### src/rtl/instr_control_fsm.sv
// Multi-cycle instruction sequencer: fetch, decode, execute, memory and writeback control.
// Optional macro INSTR_CTRL_BRANCH_EN turns opcode 11 (imm != 4'hF) into a BEQ instead of a NOP.
module instr_control_fsm #(
  parameter int unsigned         PC_WIDTH = 8,
  parameter logic [PC_WIDTH-1:0] RESET_PC = '0
) (
  input  logic                clk,
  input  logic                reset,
  input  logic                run,
  input  logic                imem_valid,
  input  logic [7:0]          imem_data,
  input  logic                alu_zero,
  output logic [PC_WIDTH-1:0] pc,
  output logic                imem_req,
  output logic                read_reg1,
  output logic                read_reg2,
  output logic                reg_write,
  output logic [1:0]          alu_op,
  output logic                mem_read,
  output logic                mem_write,
  output logic [3:0]          mem_addr,
  output logic                halted
);

  typedef enum logic [2:0] {
    S_IDLE,
    S_FETCH,
    S_DECODE,
    S_EXEC,
    S_MEM,
    S_WB,
    S_HALT
  } state_t;

  localparam logic [1:0] OP_ADD     = 2'b00;
  localparam logic [1:0] OP_LOAD    = 2'b01;
  localparam logic [1:0] OP_STORE   = 2'b10;
  localparam logic [1:0] OP_SPECIAL = 2'b11;
  localparam logic [3:0] IMM_HALT   = 4'hF;

  state_t              state;
  state_t              next_state;
  logic [7:0]          ir;
  logic                ir_load;
  logic                decode_en;
  logic                branch_take;
  logic [PC_WIDTH-1:0] imm_sext;

  assign imm_sext = PC_WIDTH'($signed(mem_addr));

`ifndef INSTR_CTRL_BRANCH_EN
  logic unused_alu_zero;
  assign unused_alu_zero = alu_zero;
`endif

  always_ff @(posedge clk or posedge reset) begin
    if (reset) begin
      state <= S_IDLE;
    end else begin
      state <= next_state;
    end
  end

  // Strobes decode straight from state so an async reset clears them at once.
  always_comb begin
    next_state  = state;
    ir_load     = 1'b0;
    decode_en   = 1'b0;
    branch_take = 1'b0;
    imem_req    = 1'b0;
    reg_write   = 1'b0;
    mem_read    = 1'b0;
    mem_write   = 1'b0;
    halted      = 1'b0;
    case (state)
      S_IDLE: begin
        if (run) begin
          next_state = S_FETCH;
        end
      end
      S_FETCH: begin
        imem_req = 1'b1;
        if (imem_valid) begin
          ir_load    = 1'b1;
          next_state = S_DECODE;
        end
      end
      S_DECODE: begin
        decode_en = 1'b1;
        if (ir[7:6] == OP_SPECIAL && ir[3:0] == IMM_HALT) begin
          next_state = S_HALT;
        end else begin
          next_state = S_EXEC;
        end
      end
      S_EXEC: begin
        case (alu_op)
          OP_ADD:   next_state = S_WB;
          OP_LOAD:  next_state = S_MEM;
          OP_STORE: next_state = S_MEM;
          default: begin
`ifdef INSTR_CTRL_BRANCH_EN
            branch_take = alu_zero;
`endif
            next_state = run ? S_FETCH : S_IDLE;
          end
        endcase
      end
      S_MEM: begin
        if (alu_op == OP_LOAD) begin
          mem_read   = 1'b1;
          next_state = S_WB;
        end else begin
          mem_write  = (alu_op == OP_STORE);
          next_state = run ? S_FETCH : S_IDLE;
        end
      end
      S_WB: begin
        reg_write  = 1'b1;
        next_state = run ? S_FETCH : S_IDLE;
      end
      S_HALT: begin
        halted = 1'b1;
      end
      default: begin
        next_state = S_IDLE;
      end
    endcase
  end

  // Branch offset is relative to the pc already advanced in DECODE.
  always_ff @(posedge clk or posedge reset) begin
    if (reset) begin
      pc        <= RESET_PC;
      ir        <= '0;
      read_reg1 <= 1'b0;
      read_reg2 <= 1'b0;
      alu_op    <= 2'b00;
      mem_addr  <= 4'h0;
    end else begin
      if (ir_load) begin
        ir <= imem_data;
      end
      if (decode_en) begin
        pc        <= pc + PC_WIDTH'(1);
        read_reg1 <= ir[5];
        read_reg2 <= ir[4];
        alu_op    <= ir[7:6];
        mem_addr  <= ir[3:0];
      end else if (branch_take) begin
        pc <= pc + imm_sext;
      end
    end
  end

endmodule

### config.mk
export PLATFORM = sky130hd
export DESIGN_NAME = instr_control_fsm
export DESIGN_NICKNAME = d
export VERILOG_FILES = /design/src/rtl/instr_control_fsm.sv
export SDC_FILE = /design/constraint.sdc
export NUM_CORES = 1
export LEC_CHECK = 0
export CAP_MARGIN = 5
export CORE_MARGIN = 2
export CORE_UTILIZATION = 42
export CTS_CLUSTER_DIAMETER = 200
export DETAILED_ROUTE_END_ITERATION = 7
export PLACE_DENSITY = 0.74
export SLEW_MARGIN = 10
export SYNTH_ARGS = -nofsm -noshare
export SYNTH_HDL_FRONTEND = slang
export SYNTH_SLANG_ARGS = --single-unit
### constraint.sdc
create_clock -name clk -period 1.4 [get_ports clk]
set_input_delay 0.28 -clock clk [delete_from_list [all_inputs] [get_ports clk]]
set_output_delay 0.28 -clock clk [all_outputs]
set_load 0.03 [all_outputs]
; ---- After elaboration in Yosys (flattened, before gate mapping)
; Cells that the tools add are included.
; W data, S select, Z words.
[op_classes]
addsub = 1
n_eq_ne = 12
n_mux = 17
n_bitwise = 1
reduce_logical = 5
[ops]
columns = cell, count
row1 = $pmux W3 S7, 1
row2 = $mux W3, 4
row3 = $mux W1, 11
row4 = $eq A3 B3 Y1 const B, 3
row5 = $add A8 B1 Y8 const B, 1
row6 = $eq A3 B2 Y1 const B, 2
row7 = $pmux W3 S2, 1
row8 = $eq A2 B2 Y1 const B, 2
row9 = $eq A4 B4 Y1 const B, 1
row10 = $ne A2 B2 Y1 const B, 2
row11 = $eq A3 B1 Y1 const B, 1
row12 = $logic_not A3 Y1, 1
row13 = $reduce_and A3 Y1, 1
row14 = $eq A2 B1 Y1 const B, 1
row15 = $logic_not A2 Y1, 1
row16 = $reduce_or A2 Y1, 1
row17 = $logic_and A1 B1 Y1, 1
row18 = $not A1 Y1, 1
[word_totals]
register_bits = 27
in_bits = 13
output_inout_bits = 21
wordCells = 43

; ---- Logic depth before layout (Yosys ltp)
[logic_depth]
depth_word = 4
ltp_mapped = 5
ltp_nobuf = 4

; ---- Worst setup path after synthesis
; Ideal clock, no wire load.
[synth_timing]
path_kind = register -> register
from = register state[2]
to = register ir[0]
t_arrival_ns = 1.588
t_required_ns = 1.275
slack_ns = -0.313
stages_incl_launch_ff = 6
n_path_buf = 1
cell_sequence = dfrtp_1 nand2b_2 nor2_2 and2_4 buf_6 mux2_4
[synth_between]
elab_chain_cells = 2
[synth_lines]
columns = element, line_no
row1 = "start, declared", 41  ; state_t state;
row2 = "start signal, assigned", 60  ; state <= next_state;
row3 = $eq A3 B1 Y1, 75  ; case (state)
row4 = $mux W1, 75
row5 = "end signal, assigned", 142  ; ir <= imem_data;
row6 = "end, declared", 43  ; logic [7:0] ir;
; No other way between the ends.
; A chain may end at the register's enable or synchronous reset.

; ---- Worst setup path in the final report
[layout_timing]
from = register state[0]
to = output reg_write
[layout_between]
elab_chain_cells = 2
[layout_lines]
columns = element, line_no
row1 = $eq A3 B3 Y1, 75
row2 = $mux W1, 75
row3 = "end, declared", 17  ; output logic reg_write,
; No other way between the ends.

==> results.ini <==
[clock_network]
cts.path.max_buffers=2
cts.clk_slew.worst_paths_ns=0.15
htreeDepth=1
cts_tree=built
numCtsBuffers=3
clock-sinks=27
clk_latency_ns=0.34
cts_hold_buf=0
cts_root_buffer=clkbuf_4

[grt]
grt_max_degree=20
busiest_layer=met2
grt_pass1_wl_um=4560
grtUsageMet3_pct=5.13
grt_use_met1_pct=23.1
antenna_found_initial=0
use_met2_pct=30.4
grt_overflow_total=0
groute.usage.overall_pct=17.7
grt_pass1_vias=1016

[timing]
setup_tns_ns=-3.10
slew-limit-headroom_pct=79.8
slew_viol_final=0
tightest_slew_ns=0.305
hold_violations=0
setup_ws_ns=-0.222
skew_ns=0.00910
period_share_pct=116
rsz0062_at_grt=yes
fmaxAchievable_mhz=616
hold_ws_ns=0.202
setup_viol=28
fin_crit_ns=1.62

[status]
violations=setup timing
status=finished, violations left

[setup_path]
timing.rr.end=mem_addr[0]
cp_num_cells=4
cpPeakStageDelay_ns=0.46
path_class=reg2out
critPathTopFamily=flip-flops
reg2reg_slack_ns=-0.14
crit_required_ns=1.12
ff2ff_path_depth=5
cp_common_cell=buf_6
worstPathCellList=buf_4 -> buf_6 -> and3_4 -> buf_6
cp.buffers_inverters=3
startpoint=state[0]
cp-endpoint=reg_write
critPathCaptureType=primary output
reg2reg_from=state[0]
critical-path-slowest-cell=dfrtp_2
start_kind=flop
cp.arrival_ns=1.34
path_max_fanout=4

[logic_synthesis]
synth_fp_nets=107
syn_area_mm2=0.00122
yosys.cell_types.count=29
ys_seq_area_share_pct=55.3
synthTopCellsByArea=dfrtp_1 55%, mux2_4 9.8%, mux2_2 8.3%, xnor2_1 2.9%, xor2_1 2.1%
synthArstFlopShare_pct=100
synth_cells=93
yosys.cell_count.top_type=dfrtp_1
ys_ff_latch=27
synth_top_area_share_pct=55.3
ys_warn_count=0
synth.avg_cell_area_um2=13.1
synth_top_flop_cell=dfrtp_1
synth-edff-count=0
yosysTopAreaCell=dfrtp_1
netlist_top_cells_count=27 x dfrtp_1, 9 x mux2_2, 8 x mux2_4, 5 x nand2_1, 5 x nor2_1

[cells_and_area]
drive_gt1_share_pct=57.4
n_antenna_cell=0
stdcell_count=193
multi_input_area_um2=601
syn2layout_area_growth_pct=58.6
nNetsFinal=177
fillCellCount=192
fin_area_mm2=0.00194
post-route-util_pct=70.3
seq_area_um2=679

[placement]
hpwlAfterDp_um=1890
portBuffers=32
place_congestion=0.827
post_dp_cell_area_mm2=0.00171
post-place-ws_ns=-0.0659
placed_cells=173

[detailed_routing]
vias=991
firstDrtPassIters=4
final_antenna_net_count=0
routedWlPerCell_um=15.8
drtIter0Drc=18
drt-total-wl_um=3040
viasPerCell=5.13
drc=0

[worst_hold_path]
hp-class=in2async

[die]
core_mm2=0.00276
placement_rows=19
die_h_um=58.0
ios=34
die_w_um=58.0
die_area_mm2=0.00336
start_util_pct=44.3

[pwr]
p_leak_nw=0.908
vdd_ir_drop_max_mv=1.92
total_power_mw=4.52
powerDensity_mw_per_mm2=2330

[flow_run]
cap_violations=0

tightest hold or removal path, delay by kind of cell:
family | cells | cell delay, ns
buf+inv | 3 | 0.63
report_power, final:
group	internal (mW)	switching, mW
Combinational	1.46	1.28
Clock	0.108	0.244
Sequential	1.14	0.295
sequential cells by signal (all words and copies together), names as in the netlist:
signal / count
pc: 8
read_reg2: 1
alu_op: 2
mem_addr: 4
state: 3
ir: 8
read_reg1: 1
worst min path at each step:
stage          slack [ns]        end  cells after the start   from
6_report             0.20      pc[0]                      3  reset
5_1_grt              0.22      pc[0]                      3  reset
4_1_cts              0.21      pc[0]                      3  reset
3_5_place_dp         0.47      pc[7]                      1  pc[7]
3_3_place_gp         0.46      pc[7]                      1  pc[7]
2_1_floorplan        0.33  alu_op[0]                      1  reset
per-layer routing:
layer / vias up / wire [um]
met5: - / 0
met4: 0 / 8
met3: 4 / 154
met2: 32 / 1600
met1: 488 / 1280
li1: 467 / -
cell type report:
type | instances | area share (%)
Sequential cell | 27 | 35.0
Multi-Input combinational cell | 62 | 31.0
Timing Repair Buffer | 66 | 30.0
Tap cell | 31 | 2.00
Clock buffer | 3 | 1.16
Inverter | 3 | 0.581
Clock inverter | 1 | 0.258
cells by family after synthesis:
group	count (synthesis)	share of synthesized area (%)
compound gates	8	4.40
xor+xnor	7	5.02
fa+ha+maj	1	1.02
buf+inv	5	2.46
flops	27	55.3
mux	17	18.1
simple gates	28	13.7
cell usage in the layout (no fill, tap or decap), types with 4 or more instances in the layout:
master	instances
clkdlybuf4s15_1	4
dfrtp_1	24
mux2_4	9
xnor2_1	4
nand2_1	5
buf_6	18
buf_4	23
mux2_2	8
clkdlybuf4s50_1	11
clkbuf_2	9
what timing repair did:
action,in CTS,in global routing
pin swaps,9,5
setup endpoints to repair,38,41
gates resized for setup,46,26
setup buffers,11,4
cloned,0,1
(Power assumes the default switching activity.)
==> edit 1: new RTL, same flow settings <==
Re-encode `state_t` (7 states) as one-hot, 7 bits wide.
--- a/src/rtl/instr_control_fsm.sv
+++ b/src/rtl/instr_control_fsm.sv
@@ -22,14 +22,14 @@
   output logic                halted
 );
 
-  typedef enum logic [2:0] {
-    S_IDLE,
-    S_FETCH,
-    S_DECODE,
-    S_EXEC,
-    S_MEM,
-    S_WB,
-    S_HALT
+  typedef enum logic [6:0] {
+    S_IDLE   = 7'b0000001,
+    S_FETCH  = 7'b0000010,
+    S_DECODE = 7'b0000100,
+    S_EXEC   = 7'b0001000,
+    S_MEM    = 7'b0010000,
+    S_WB     = 7'b0100000,
+    S_HALT   = 7'b1000000
   } state_t;
 
   localparam logic [1:0] OP_ADD     = 2'b00;
Check against the original RTL: no difference found for any inputs over 10 cycles, from zero or initial values and one cycle with reset high; not proved beyond that.
==> edit 1 against the original RTL <==
The run still ends with setup timing left. Worst hold slack improved by 0.089 ns. Clock skew barely moved. Total power fell by 13%. Clock power rose by 73%. Maximum frequency fell by 11%. Worst setup slack got worse by 0.20 ns. Wire length rose by 35%. Sequential cell count rose by 4. Global-route usage rose by 3.3 points. Sequential share of layout area fell by 1.4 points. Design area rose by 20%. Combinational power fell by 32%. Synthesized area rose by 23%.
==> edit 1: results <==
grt:
  first_global_vias: 1442
  grt_pass1_wl_mm: 6.60
  grt_util_all_layers_pct: 21.1
  grt_max_degree: 32
cts:
  h-tree-depth: 2
  cts_buffers: 5
  clk_pin_slew_ns: 0.10
logic_synthesis:
  yosysSeqAreaShare_pct: 51.5
  ys_types: 38
  syn_nets: 161
  synth_area_leaders: "dfrtp_1 50%, nand2_1 6.7%, mux2_2 6.0%"
route:
  drtIter0Drc: 86
  vias_per_cell: 5.29
timing:
  setup_viol: 32
  slew_headroom_pct: 77.9
  worst_slack_ns: -0.423
  holdWs_ns: 0.291
  fin_skew_ns: 0.00904
worst_setup_path:
  cp_max_fo: 7
  r2r_setup_slack_ns: -0.29
  worstReg2RegEnd: "pc[6]"
placed_design:
  place_area_um2: 2080
  place_hpwl_mm: 2.61
  place.gp.congestion: 0.918
run_status:
  status: "complete, but fails checks"
  violations: "setup timing"
finish:
  largestRegisters: "ir: 8 flops, pc: 8 flops, state: 7 flops"
  nNetsFinal: 234
pwr:
  ir_drop_mv: 1.09
==> edit 1: cell types whose count changed after synthesis, sizes merged, moves of 3 or more <==
cell   delta
dfrtp     +3
ha        +4
inv       +7
mux2      -9
nand2    +23
nor2b     +4
o21ai     +3
==> edit 1: worst max-delay path by stage <==
stage,from,to,cells past startpoint
after detailed placement,state[4],pc[7],5
after floorplan,state[4],ir[0],4
after global routing,state[4],halted,5
after CTS,state[1],mem_write,5
final,state[4],halted,5
after global placement,state[4],state[0],4
==> edit 1: cells by family after synthesis <==
logic type,Yosys count,synth area share (%)
and+or+nand+nor,62,22.2
DFF,31,51.5
AOI/OAI and AO/OA,14,6.47
buffers and inverters,14,3.73
muxes,9,6.63
xor gates and xnor gates,7,4.56
adders and majority gates,6,4.89
==> edit 1: stage by stage <==
stage               std cells  worst slack (ns)
floorplan                 143            -0.202
global placement          240            -0.200
detailed placement        240            -0.282
CTS                       257            -0.393
global route              263            -0.504
finish                    263            -0.423
==> edit 1: repair_timing <==
item | in CTS | in global routing
buffers inserted | 9 | 5
gates resized for setup | 51 | 25
setup endpoints to repair | 47 | 46
hold buffers | 0 | 0
gates cloned | 1 | 1
pin swaps | 14 | 5
==> edit 1: worst min-delay path, stage by stage <==
cell	delay (ns)
clkdlybuf4s50_1	0.41
inv_1	0.10
buf_12	0.21
==> edit 1: power by group <==
group	internal [W]	total [W]	switching, W
combinational	0.000864	0.00186	0.000996
clock	0.000295	0.000608	0.000313
sequential	0.00121	0.00146	0.000249
total	0.00237	0.00393	0.00156
==> edit 1: metal layers <==
| layer | wire length [um] | global-route usage (%) | share of wire (%) | vias up |
|---|---|---|---|---|
| met2 | 2060 | 35.4 | 50 | 50 |
| met3 | 212 | 5.63 | 5.2 | 13 |
| met4 | 125 | 10.9 | 3.1 | 0 |
| li1 | - | - | - | 638 |
| met1 | 1690 | 24.5 | 41 | 689 |
| met5 | 0 | 0 | 0 | - |
==> edit 1: cell type report <==
cell class                 instances  area [um2]
multi-input combinational         99         793
tap                               46        57.6
fill                             250        1060
clock buffer                       8        68.8
inverter                          10        37.5
timing repair buffer              69         589
sequential                        31         785
==> edit 2: new RTL, same flow settings <==
Made on the original files. Change the parameter `PC_WIDTH` from 8 to 7.
--- a/src/rtl/instr_control_fsm.sv
+++ b/src/rtl/instr_control_fsm.sv
@@ -1,7 +1,7 @@
 // Multi-cycle instruction sequencer: fetch, decode, execute, memory and writeback control.
 // Optional macro INSTR_CTRL_BRANCH_EN turns opcode 11 (imm != 4'hF) into a BEQ instead of a NOP.
 module instr_control_fsm #(
-  parameter int unsigned         PC_WIDTH = 8,
+  parameter int unsigned         PC_WIDTH = 7,
   parameter logic [PC_WIDTH-1:0] RESET_PC = '0
 ) (
   input  logic                clk,
Ports: changed (resized pc); port bits go from 34 to 33. No check against the original RTL was run, so the function may have changed too.
==> edit 2 against the original RTL <==
The flow still finishes with violations (setup timing). Count of clock-buffer cells in the layout did not move. Wire length fell by 11%. Cell count fell by 4.1%. Sequential share of layout area fell by 0.28 points. Synthesized area fell by 4.6%. Worst setup slack improved by 0.026 ns. Total power rose by 0.18%. Sequential cell count fell by 1. Design area fell by 2.7%. Largest power group unchanged.
==> edit 2: results <==
route:
  met2WireLength_mm: 1.35
  wl_met1_mm: 1.18
  drtIter0Drc: 13
  num_vias: 916
  dr.pass1.iters: 6
  wl_met3_um: 136
run_status:
  violations: "setup timing"
  status: "complete, but fails checks"
timing:
  worst_slack_ns: -0.196
  worstMarginPinSlew_ns: 0.332
  timing.setup.tns_ns: -2.71
  fin_skew_ns: 0.00222
  setup_viol: 28
cts:
  worstSkewPairLatency_ns: 0.31
  cts.repair.resized: 45
grt:
  grt_util_all_layers_pct: 17.3
  grt_use_met2_pct: 28.9
  grt_use_met3_pct: 2.53
pwr:
  power_leakage_nw: 0.879
logic_synthesis:
  syn_nets: 104
  netlist_instances: 90
  ys_types: 27
finish:
  fin_cells: 185
  nNetsFinal: 170
worst_setup_path:
  worstReg2RegEnd: "pc[1]"
  max_stage_delay_ns: 0.49
placed_design:
  place.gp.congestion: 0.770
  io_buffers: 31
==> edit 2: cell count changes after synthesis, sizes merged <==
cell and change:
and3 -1, and4 -1, dfrtp -1, nand2 +1, nand3 -1, nor2 +1, xnor2 -1
==> edit 2: how the worst max path moves through the flow <==
stage	startpoint	to	slack, ns	cells past startpoint
2_1_floorplan	state[2]	ir[0]	-0.14	5
3_3_place_gp	imem_valid	ir[4]	-0.05	3
3_5_place_dp	run	state[0]	-0.08	5
4_1_cts	state[1]	imem_req	-0.18	5
5_1_grt	state[1]	mem_write	-0.27	4
6_report	state[2]	imem_req	-0.20	4
==> edit 2: cell type report <==
class	count	area, um2
fillers	201	800
clock buffers	3	22.5
well taps	31	38.8
multi-input cells	60	596
inverters	3	11.3
repair buffers	62	563
flip-flops and latches	26	656
==> edit 2: power by group <==
| group | leakage [nW] | switching (W) | internal, W |
|---|---|---|---|
| logic | 0.552 | 0.00128 | 0.00153 |
| registers | 0.314 | 0.000289 | 0.00111 |
| clock network | 0.0138 | 0.000213 | 0.000101 |
| total | 0.879 | 0.00179 | 0.00274 |
==> edit 2: per-stage QoR <==
stage | utilization [%] | setup slack [ns] | total power [W] | cell area [um2]
2_1_floorplan | - | -0.141 | 0.00273 | 1190
3_3_place_gp | 59.9 | -0.0484 | 0.00350 | 1610
3_5_place_dp | 59.9 | -0.0796 | 0.00358 | 1610
4_1_cts | 67.5 | -0.185 | 0.00431 | 1810
5_1_grt | 70.2 | -0.268 | 0.00481 | 1890
6_report | 70.2 | -0.196 | 0.00453 | 1890
==> edit 2: kinds of logic (layout without fill, tap and decap cells) <==
family	after synthesis	count (layout)	share of synthesized area [%]
buf+inv	5	68	2.58
mux	17	17	19.0
flops	26	26	55.8
compound gates	8	8	4.51
simple gates	27	28	12.6
xor+xnor	6	6	4.51
fa+ha+maj	1	1	1.07
